$ cat src/rtl/led_uart_beacon.sv
// led_uart_beacon: board bring-up LED chaser plus periodic UART beacon.
//   The LED chaser steps a single lit position across NUM_LEDS outputs,
//   either bouncing between the ends or wrapping from the top back to 0.
//   The beacon sends MSG followed by CR LF through an external uart_tx,
//   using its start/data/ready handshake, one whole frame per period.
// Optional feature (compile-time macro STATUS_APPEND_EN):
//   when defined, ':' and the uppercase hex digit of the LED position
//   (latched when the frame starts) are inserted before CR LF.
module led_uart_beacon #(
  parameter int                   NUM_LEDS      = 6,
  parameter int                   STEP_CYCLES   = 2700000,
  parameter bit                   ACTIVE_LOW    = 1'b1,
  parameter int                   MSG_LEN       = 4,
  parameter logic [8*MSG_LEN-1:0] MSG           = "kuss",
  parameter int                   PERIOD_CYCLES = 27000000
) (
  input  logic                Clock,
  input  logic                Reset_n,
  input  logic                Mode_wrap,
  input  logic                Pause,
  output logic [NUM_LEDS-1:0] leds,
  output logic [7:0]          Tx_data,
  output logic                Tx_start,
  input  logic                Tx_ready
);

`ifdef STATUS_APPEND_EN
  localparam int FRAME_LEN = MSG_LEN + 4;
`else
  localparam int FRAME_LEN = MSG_LEN + 2;
`endif

  localparam int POS_W  = $clog2(NUM_LEDS);
  localparam int STEP_W = (STEP_CYCLES > 1) ? $clog2(STEP_CYCLES) : 1;
  localparam int PER_W  = (PERIOD_CYCLES > 1) ? $clog2(PERIOD_CYCLES) : 1;
  localparam int IDX_W  = $clog2(FRAME_LEN);

  localparam logic [POS_W-1:0]  POS_LAST  = POS_W'(NUM_LEDS - 1);
  localparam logic [STEP_W-1:0] STEP_LAST = STEP_W'(STEP_CYCLES - 1);
  localparam logic [PER_W-1:0]  PER_LAST  = PER_W'(PERIOD_CYCLES - 1);
  localparam logic [IDX_W-1:0]  IDX_LAST  = IDX_W'(FRAME_LEN - 1);

  typedef enum logic [1:0] {
    S_IDLE,
    S_SEND,
    S_GUARD,
    S_WAIT
  } state_t;

  // LED chaser state
  logic [STEP_W-1:0]   step_cnt;
  logic [POS_W-1:0]    pos;
  logic                dir_down;
  logic [NUM_LEDS-1:0] onehot;

  // Beacon sequencer state
  state_t              state;
  logic [PER_W-1:0]    per_cnt;
  logic [IDX_W-1:0]    idx;

`ifdef STATUS_APPEND_EN
  // Status character captured once per frame so it cannot change mid-frame
  logic [7:0]          status_hex;

  function automatic logic [7:0] hex_ascii(input logic [3:0] d);
    if (d < 4'd10) hex_ascii = 8'h30 + {4'h0, d};
    else           hex_ascii = 8'h37 + {4'h0, d};
  endfunction
`endif

  // Character at position i of the frame: MSG (first char in the MSBs),
  // optional status pair, then CR LF.
  function automatic logic [7:0] frame_char(input logic [IDX_W-1:0] i_idx);
    int i;
    i = int'(i_idx);
    if (i < MSG_LEN)             frame_char = MSG[8*(MSG_LEN-1-i) +: 8];
`ifdef STATUS_APPEND_EN
    else if (i == MSG_LEN)       frame_char = 8'h3A;
    else if (i == MSG_LEN + 1)   frame_char = status_hex;
`endif
    else if (i == FRAME_LEN - 2) frame_char = 8'h0D;
    else                         frame_char = 8'h0A;
  endfunction

  // LED step timer and position update (bounce reflects without dwelling at the ends)
  always_ff @(posedge Clock) begin
    if (!Reset_n) begin
      step_cnt <= '0;
      pos      <= '0;
      dir_down <= 1'b0;
    end else if (!Pause) begin
      if (step_cnt == STEP_LAST) begin
        step_cnt <= '0;
        if (Mode_wrap) begin
          // Wrap always ascends; a descending bounce resumes upward from here
          dir_down <= 1'b0;
          if (pos == POS_LAST) pos <= '0;
          else                 pos <= pos + 1'b1;
        end else if (!dir_down) begin
          if (pos == POS_LAST) begin
            dir_down <= 1'b1;
            pos      <= pos - 1'b1;
          end else begin
            pos      <= pos + 1'b1;
          end
        end else begin
          if (pos == '0) begin
            dir_down <= 1'b0;
            pos      <= pos + 1'b1;
          end else begin
            pos      <= pos - 1'b1;
          end
        end
      end else begin
        step_cnt <= step_cnt + 1'b1;
      end
    end
  end

  // LED drive: one-hot of the position, inverted for active-low boards
  always_comb begin
    onehot = '0;
    for (int i = 0; i < NUM_LEDS; i++) begin
      onehot[i] = (int'(pos) == i);
    end
    leds = ACTIVE_LOW ? ~onehot : onehot;
  end

  // Beacon sequencer: period pacing, start pulse and ready handshake with uart_tx
  always_ff @(posedge Clock) begin
    if (!Reset_n) begin
      state    <= S_IDLE;
      per_cnt  <= '0;
      idx      <= '0;
      Tx_start <= 1'b0;
      Tx_data  <= 8'h00;
    end else begin
      // Period counter measures from frame start and holds once elapsed
      if (per_cnt != PER_LAST) per_cnt <= per_cnt + 1'b1;
      Tx_start <= 1'b0;
      case (state)
        S_IDLE: begin
          if (per_cnt == PER_LAST && Tx_ready) begin
            state    <= S_SEND;
            per_cnt  <= '0;
            idx      <= '0;
            Tx_start <= 1'b1;
            Tx_data  <= frame_char('0);
          end
        end
        S_SEND: begin
          state <= S_GUARD;
        end
        // uart_tx may still report ready right after a start; skip that cycle
        S_GUARD: begin
          state <= S_WAIT;
        end
        S_WAIT: begin
          if (Tx_ready) begin
            if (idx != IDX_LAST) begin
              state    <= S_SEND;
              idx      <= idx + 1'b1;
              Tx_start <= 1'b1;
              Tx_data  <= frame_char(idx + 1'b1);
            end else begin
              state    <= S_IDLE;
            end
          end
        end
        default: begin
          state <= S_IDLE;
        end
      endcase
    end
  end

`ifdef STATUS_APPEND_EN
  // Latch the position digit on the cycle the frame starts
  always_ff @(posedge Clock) begin
    if (state == S_IDLE && per_cnt == PER_LAST && Tx_ready) begin
      status_hex <= hex_ascii(4'(pos));
    end
  end
`endif

endmodule

$ cat config.mk
export PLATFORM = sky130hd
export DESIGN_NAME = led_uart_beacon
export DESIGN_NICKNAME = d
export VERILOG_FILES = /design/src/rtl/led_uart_beacon.sv
export SDC_FILE = /design/constraint.sdc
export NUM_CORES = 1
export LEC_CHECK = 0
export ABC_AREA = 1
export BUFFER_PORTS_ARGS = -buffer_cell sky130_fd_sc_hd__buf_2
export CAP_MARGIN = 15
export CORE_AREA = 2 2 105 82
export DETAILED_ROUTE_END_ITERATION = 8
export DIE_AREA = 0 0 107 84
export PLACE_DENSITY = 0.73
export SYNTH_ARGS = -nofsm -noshare
export SYNTH_HDL_FRONTEND = slang
export SYNTH_SLANG_ARGS = --single-unit
$ cat constraint.sdc
create_clock -name Clock -period 4.6 [get_ports Clock]
set_clock_uncertainty 0.1 [all_clocks]
set_input_delay 0.46 -clock Clock [delete_from_list [all_inputs] [get_ports Clock]]
set_output_delay 0.46 -clock Clock [all_outputs]
set_load 0.1 [all_outputs]
Word level (Yosys, flattened, before mapping)
Cells that the tools add are included.

storage, ports and cells
  bits in registers = 65

cells by class
  $add $sub $neg = 6
  $lt $le $gt $ge = 1
  equal/unequal tests = 17
  shift-type cells = 1
  mux-type cells = 31
  bitwise logic cells = 2
  reduce and logical (&&, ||, !) cells = 8

operators with widths
  kind                                                        number
  2-to-1 mux 25 bit                                           3
  2-to-1 mux 8 bit                                            4
  indexed part select 32 x 7 -> 8 bit (first input constant)  1
  2-to-1 mux 3 bit                                            9
  adder 25 x 1 -> 25 bit (second input constant)              1
  equality test 25 bit (second input constant)                1
  inequality test 25 bit (second input constant)              1
  adder 22 x 1 -> 22 bit (second input constant)              1
  equality test 22 bit (second input constant)                1
  2-to-1 mux 22 bit                                           1
  equality test 3 bit (second input constant)                 6
  one-hot mux 8 bit (2 select lines)                          1
  2-to-1 mux 1 bit                                            8
  one-hot mux 2 bit (4 select lines)                          1
  adder 3 x 1 -> 3 bit (second input constant)                2
  logical NOT 3 bit                                           2
  inequality test 2 bit (second input constant)               3
  inverter 6 bit                                              1
  one-hot mux 3 bit (2 select lines)                          1
  equality test 2 bit (second input constant)                 2
  2-to-1 mux 2 bit                                            2
  AND reduction 2 bit                                         2
  AND reduction 4 bit                                         1
  subtractor 2 x 3 -> 4 bit (first input constant)            1
  10 further kinds                                            10

Longest topological paths before layout
  depth in word-level cells = 7
  mapped depth = 11
  depth with buffers taken out = 11

Worst setup path before layout
No wires, ideal clock.

  path type = register to register
  start = register pos[1]
  end = register pos[1]
  data arrival time = 1.894 ns
  data required time = 4.374 ns
  slack = 2.481 ns
  cell stages (with the launch flop) = 9
  path buffers = 0
  cell sequence = dfxtp_1 inv_1 ha_1 nand2_1 nand2_1 nand2_1 xnor2_1 o211ai_1 o21ai_0

on the way
  word-level cells in the longest chain between the ends = 4
  elaborated cells between the ends (all ways) = 9

RTL lines
  what                                          RTL line      text
  start, declared                               52            logic [POS_W-1:0] pos;
  start signal, assigned                        98            else pos <= pos + 1'b1;
  start signal, assigned                        102           pos <= pos - 1'b1;
  start signal, assigned                        104           pos <= pos + 1'b1;
  adder 3 x 1 -> 3 bit (tied with other cells)  98, 104, 109
  2-to-1 mux 3 bit (on tied branches)           100, 107
  2-to-1 mux 3 bit                              99            end else if (!dir_down) begin
  2-to-1 mux 3 bit (*)                          94            if (Mode_wrap) begin

Every way passes the cells marked *; elsewhere a longest branch is shown, timed or not.
A chain may end at the register's enable or synchronous reset.

Worst setup path in the final report
  start = register pos[0]
  end = output leds[0]

on the way
  word-level cells in the longest chain between the ends = 2

RTL lines
  what               RTL line  text
  logical NOT 3 bit  124       onehot[i] = (int'(pos) == i);
  inverter 6 bit     126       leds = ACTIVE_LOW ? ~onehot : onehot;
  end, declared      21        output logic [NUM_LEDS-1:0] leds,

No other way between the ends.

==> results.md <==
- Vias: 3226
- Pleak: around 0.0015 uW
- Post-cts repair resize count: 0
- Synthesized cell area: ~0.0035 sq mm
- DRT iter0 DRCs: 166
- Number of hold violations in the final report: 0
- Number of max-cap violations: 0
- Leading cell type in the layout, fill and taps excluded: nand2_1
- Sw Pwr: 236.7 uW
- Global Route Usage Sum: between 15 and 20%
- Critical path capture point type: output port
- Post-route ant nets: 0
- Critical-path maximum fanout: 5
- Postcts setup bufs: 0
- IO Pins: 20
- Layout net count: 548
- Slew @ Worst Pin: around 790 ps
- Tcrit/Tclk final: 47.46%
- CTS clk-pin slew, worst paths: 70 ps
- CTS Buf Count: 9
- CTS root buffer: clkbuf_8
- Number of flops mapped to enable cells by yosys: 0
- Ys flop type: dfxtp_1
- Layout Utilization: 47.05%
- WL/cell: 12.12 um
- CP Cell Sequence: inv_1 -> ha_1 -> nand2_1 -> buf_2
- Synth cell types: 40
- Hold_buf cts: 0
- Hpwl dp: between 5000 and 6000 um
- Met1 wire length: 3906 um
- Layout area overhead: 9.500%
- Startpoint types: flip-flop
- Vias per cell: 5.025
- Die Y: around 84 um
- Combinational Power Share: 3.2%
- RSZ-0062 raised after global routing: no
- Flops & latches, synth: 63
- Starting Density: about 43%
- Largest net degree at the start of global routing: 21
- Full die area: 0.008988 sq mm
- Clk network pwr share: 41.5%
- Flop pwr share: between 50% and 60%
- Hold Crit Class: primary input to flip-flop
- Drt pass-1 iters: 5
- Final WL: 7782 um
- WP data arrival: between 1500 and 2000 ps
- First-pass GRT wire length: 13460 um
- Clock latency on the worst-skew pair: 340 ps
- Clock Sinks: 63
- Inserted Diodes: 0
- Sequential-to-total area share from yosys stat: a little over a third
- WP data required: 4040 ps
- Critical path class: flip-flop to output port
- Post-synth ARST share: 0%
- Top Layer Used: met4
- CTS Buffer Depth: 2
- Peak VDD IR: between 0.1 and 0.15 mV
- Rows: 29
- CTS tree: yes
- Pwr/cell area: between 200 and 300 mW/mm^2
- Final min period: 2183 ps
- Total grt overflow: 0
- Fin Setup TNS: 0 ps
- FMAX: about 0.46 GHz
- Die span in x: ~110 um
- Vias in the first global route: 2930
- CTS H-tree depth: 3
- Number of remaining DRC errors: 0
- Most frequent cells in the layout: 108 x nand2_1, 83 x nor2_1, 66 x inv_1, 63 x dfxtp_1, 31 x nand3_1
- Metal3 WL: 401 um
- Max-Slew Margin vs Limit: 47.48%
- Yosys warns: 0
- Synthesized area per cell: 6.818 sq um
- # port buffers: 18
- Slew Limit Fails: 0
- Share of layout cells above drive strength 1: between 10% and 20%
- P_int: between 700 and 800 uW
- Initial antenna violation count: 0
- Synth Instances: 510
- Critical path's slowest cell: buf_2
- Final setup fails: 0
- Synthesized net count: around 530
- Met2 wire len: approximately 3300 um
- Core area: 0.008092 sq mm
- Final GP Congestion: 0.9226
- CP peak stage delay: 440 ps
- Sw Ratio: 23.71%
- Outcome: complete, no violations
synthesized netlist by cell type, types with 2 or more instances:
| cell type | instances | area (sq um) |
|---|---|---|
| clkbuf_1 | 2 | 7.510 |
| buf_4 | 2 | 15.01 |
| nor2_2 | 4 | 25.02 |
| xnor2_1 | 5 | 43.79 |
| xor2_1 | 10 | 87.58 |
| nand4_1 | 13 | 81.33 |
| buf_2 | 2 | 10.01 |
| nand3_1 | 31 | 155.2 |
| nand2_1 | 108 | 405.4 |
| buf_6 | 2 | 22.52 |
| nand3b_1 | 4 | 30.03 |
| or2_2 | 5 | 31.28 |
| o21ai_0 | 11 | 55.05 |
| nand3_2 | 3 | 30.03 |
| nand2_2 | 5 | 31.28 |
| ha_1 | 13 | 162.7 |
| or2_0 | 2 | 12.51 |
| nor2_1 | 83 | 311.6 |
| dfxtp_1 | 63 | 1261 |
| nor3_1 | 24 | 120.1 |
| inv_1 | 66 | 247.7 |
| a21oi_1 | 30 | 150.1 |
| nor3_2 | 5 | 50.05 |
power groups by stage:
stage	registers [uW]	logic [uW]	clock network, uW
4_1_cts	553	31.8	419
3_5_place_dp	565	31.8	0
5_1_grt	553	35.2	447
3_3_place_gp	565	30.7	0
6_report	553	31.5	414
2_1_floorplan	564	25.0	0
worst max-delay path, delay by kind of cell, from the launching register on:
family,cells,cell delay [ps]
buffers and inverters,2,560
AND/OR/NAND/NOR,1,120
adder cells (fa/ha/maj),1,230
flip-flops,1,370
cells by family after synthesis:
| group | synth area share [%] |
|---|---|
| AND/OR/NAND/NOR | 38.29 |
| buffers and inverters | 9.068 |
| flip-flops | 36.27 |
| AO/OA/AOI/OAI | 7.809 |
| XOR/XNOR | 3.778 |
| adder cells (fa/ha/maj) | 4.678 |
| other | 0.1078 |
area by class of cell:
type	count	area, sq um
tap	108	135.1
fill	817	4284
clock inverter	4	22.52
multi-input combinational	370	1901
timing repair buffer	18	90.09
sequential	63	1261
clock buffer	11	141.4
inverter	68	256.5
worst paths after layout:
kind,start,endpoint,slack [ps],cells after the start
worst max-delay path,pos[0]$_SDFFE_PN0P_,leds[0],2420,4
worst min-delay path,Pause,step_cnt[20]$_SDFFE_PN0N_,340,3
worst max register to register,per_cnt[0]$_SDFF_PN0_,Tx_data[4]$_SDFFE_PN0P_,2620,8
worst min register to register,step_cnt[20]$_SDFFE_PN0N_,step_cnt[20]$_SDFFE_PN0N_,380,2
per-stage QoR:
step / hold WS (ps) / worst slack, ps / std cells / total power (uW) / instance area, sq um
final: 337.2 / 2417 / 642 / 998.5 / 3807
after global routing: 340.7 / 2321 / 642 / 1036 / 3807
after CTS: 325.8 / 2406 / 642 / 1004 / 3807
after detailed placement: 371.9 / 2553 / 627 / 596.8 / 3643
after global placement: 356.1 / 2580 / 627 / 595.3 / 3643
after floorplan: 355.8 / 2481 / 510 / 589.3 / 3477
sequential cells by signal (all words and copies together) (netlist names):
name	count
per_cnt	25
idx	3
dir_down	1
state	2
Tx_data	6
pos	3
Tx_start	1
step_cnt	22
layer usage:
metal / track usage [%] / up-vias
met5: 0 / -
met4: 6.139 / 0
met3: 4.059 / 18
met2: 27.68 / 102
met1: 26.33 / 1436
li1: - / 1670
(Power assumes the default switching activity.)
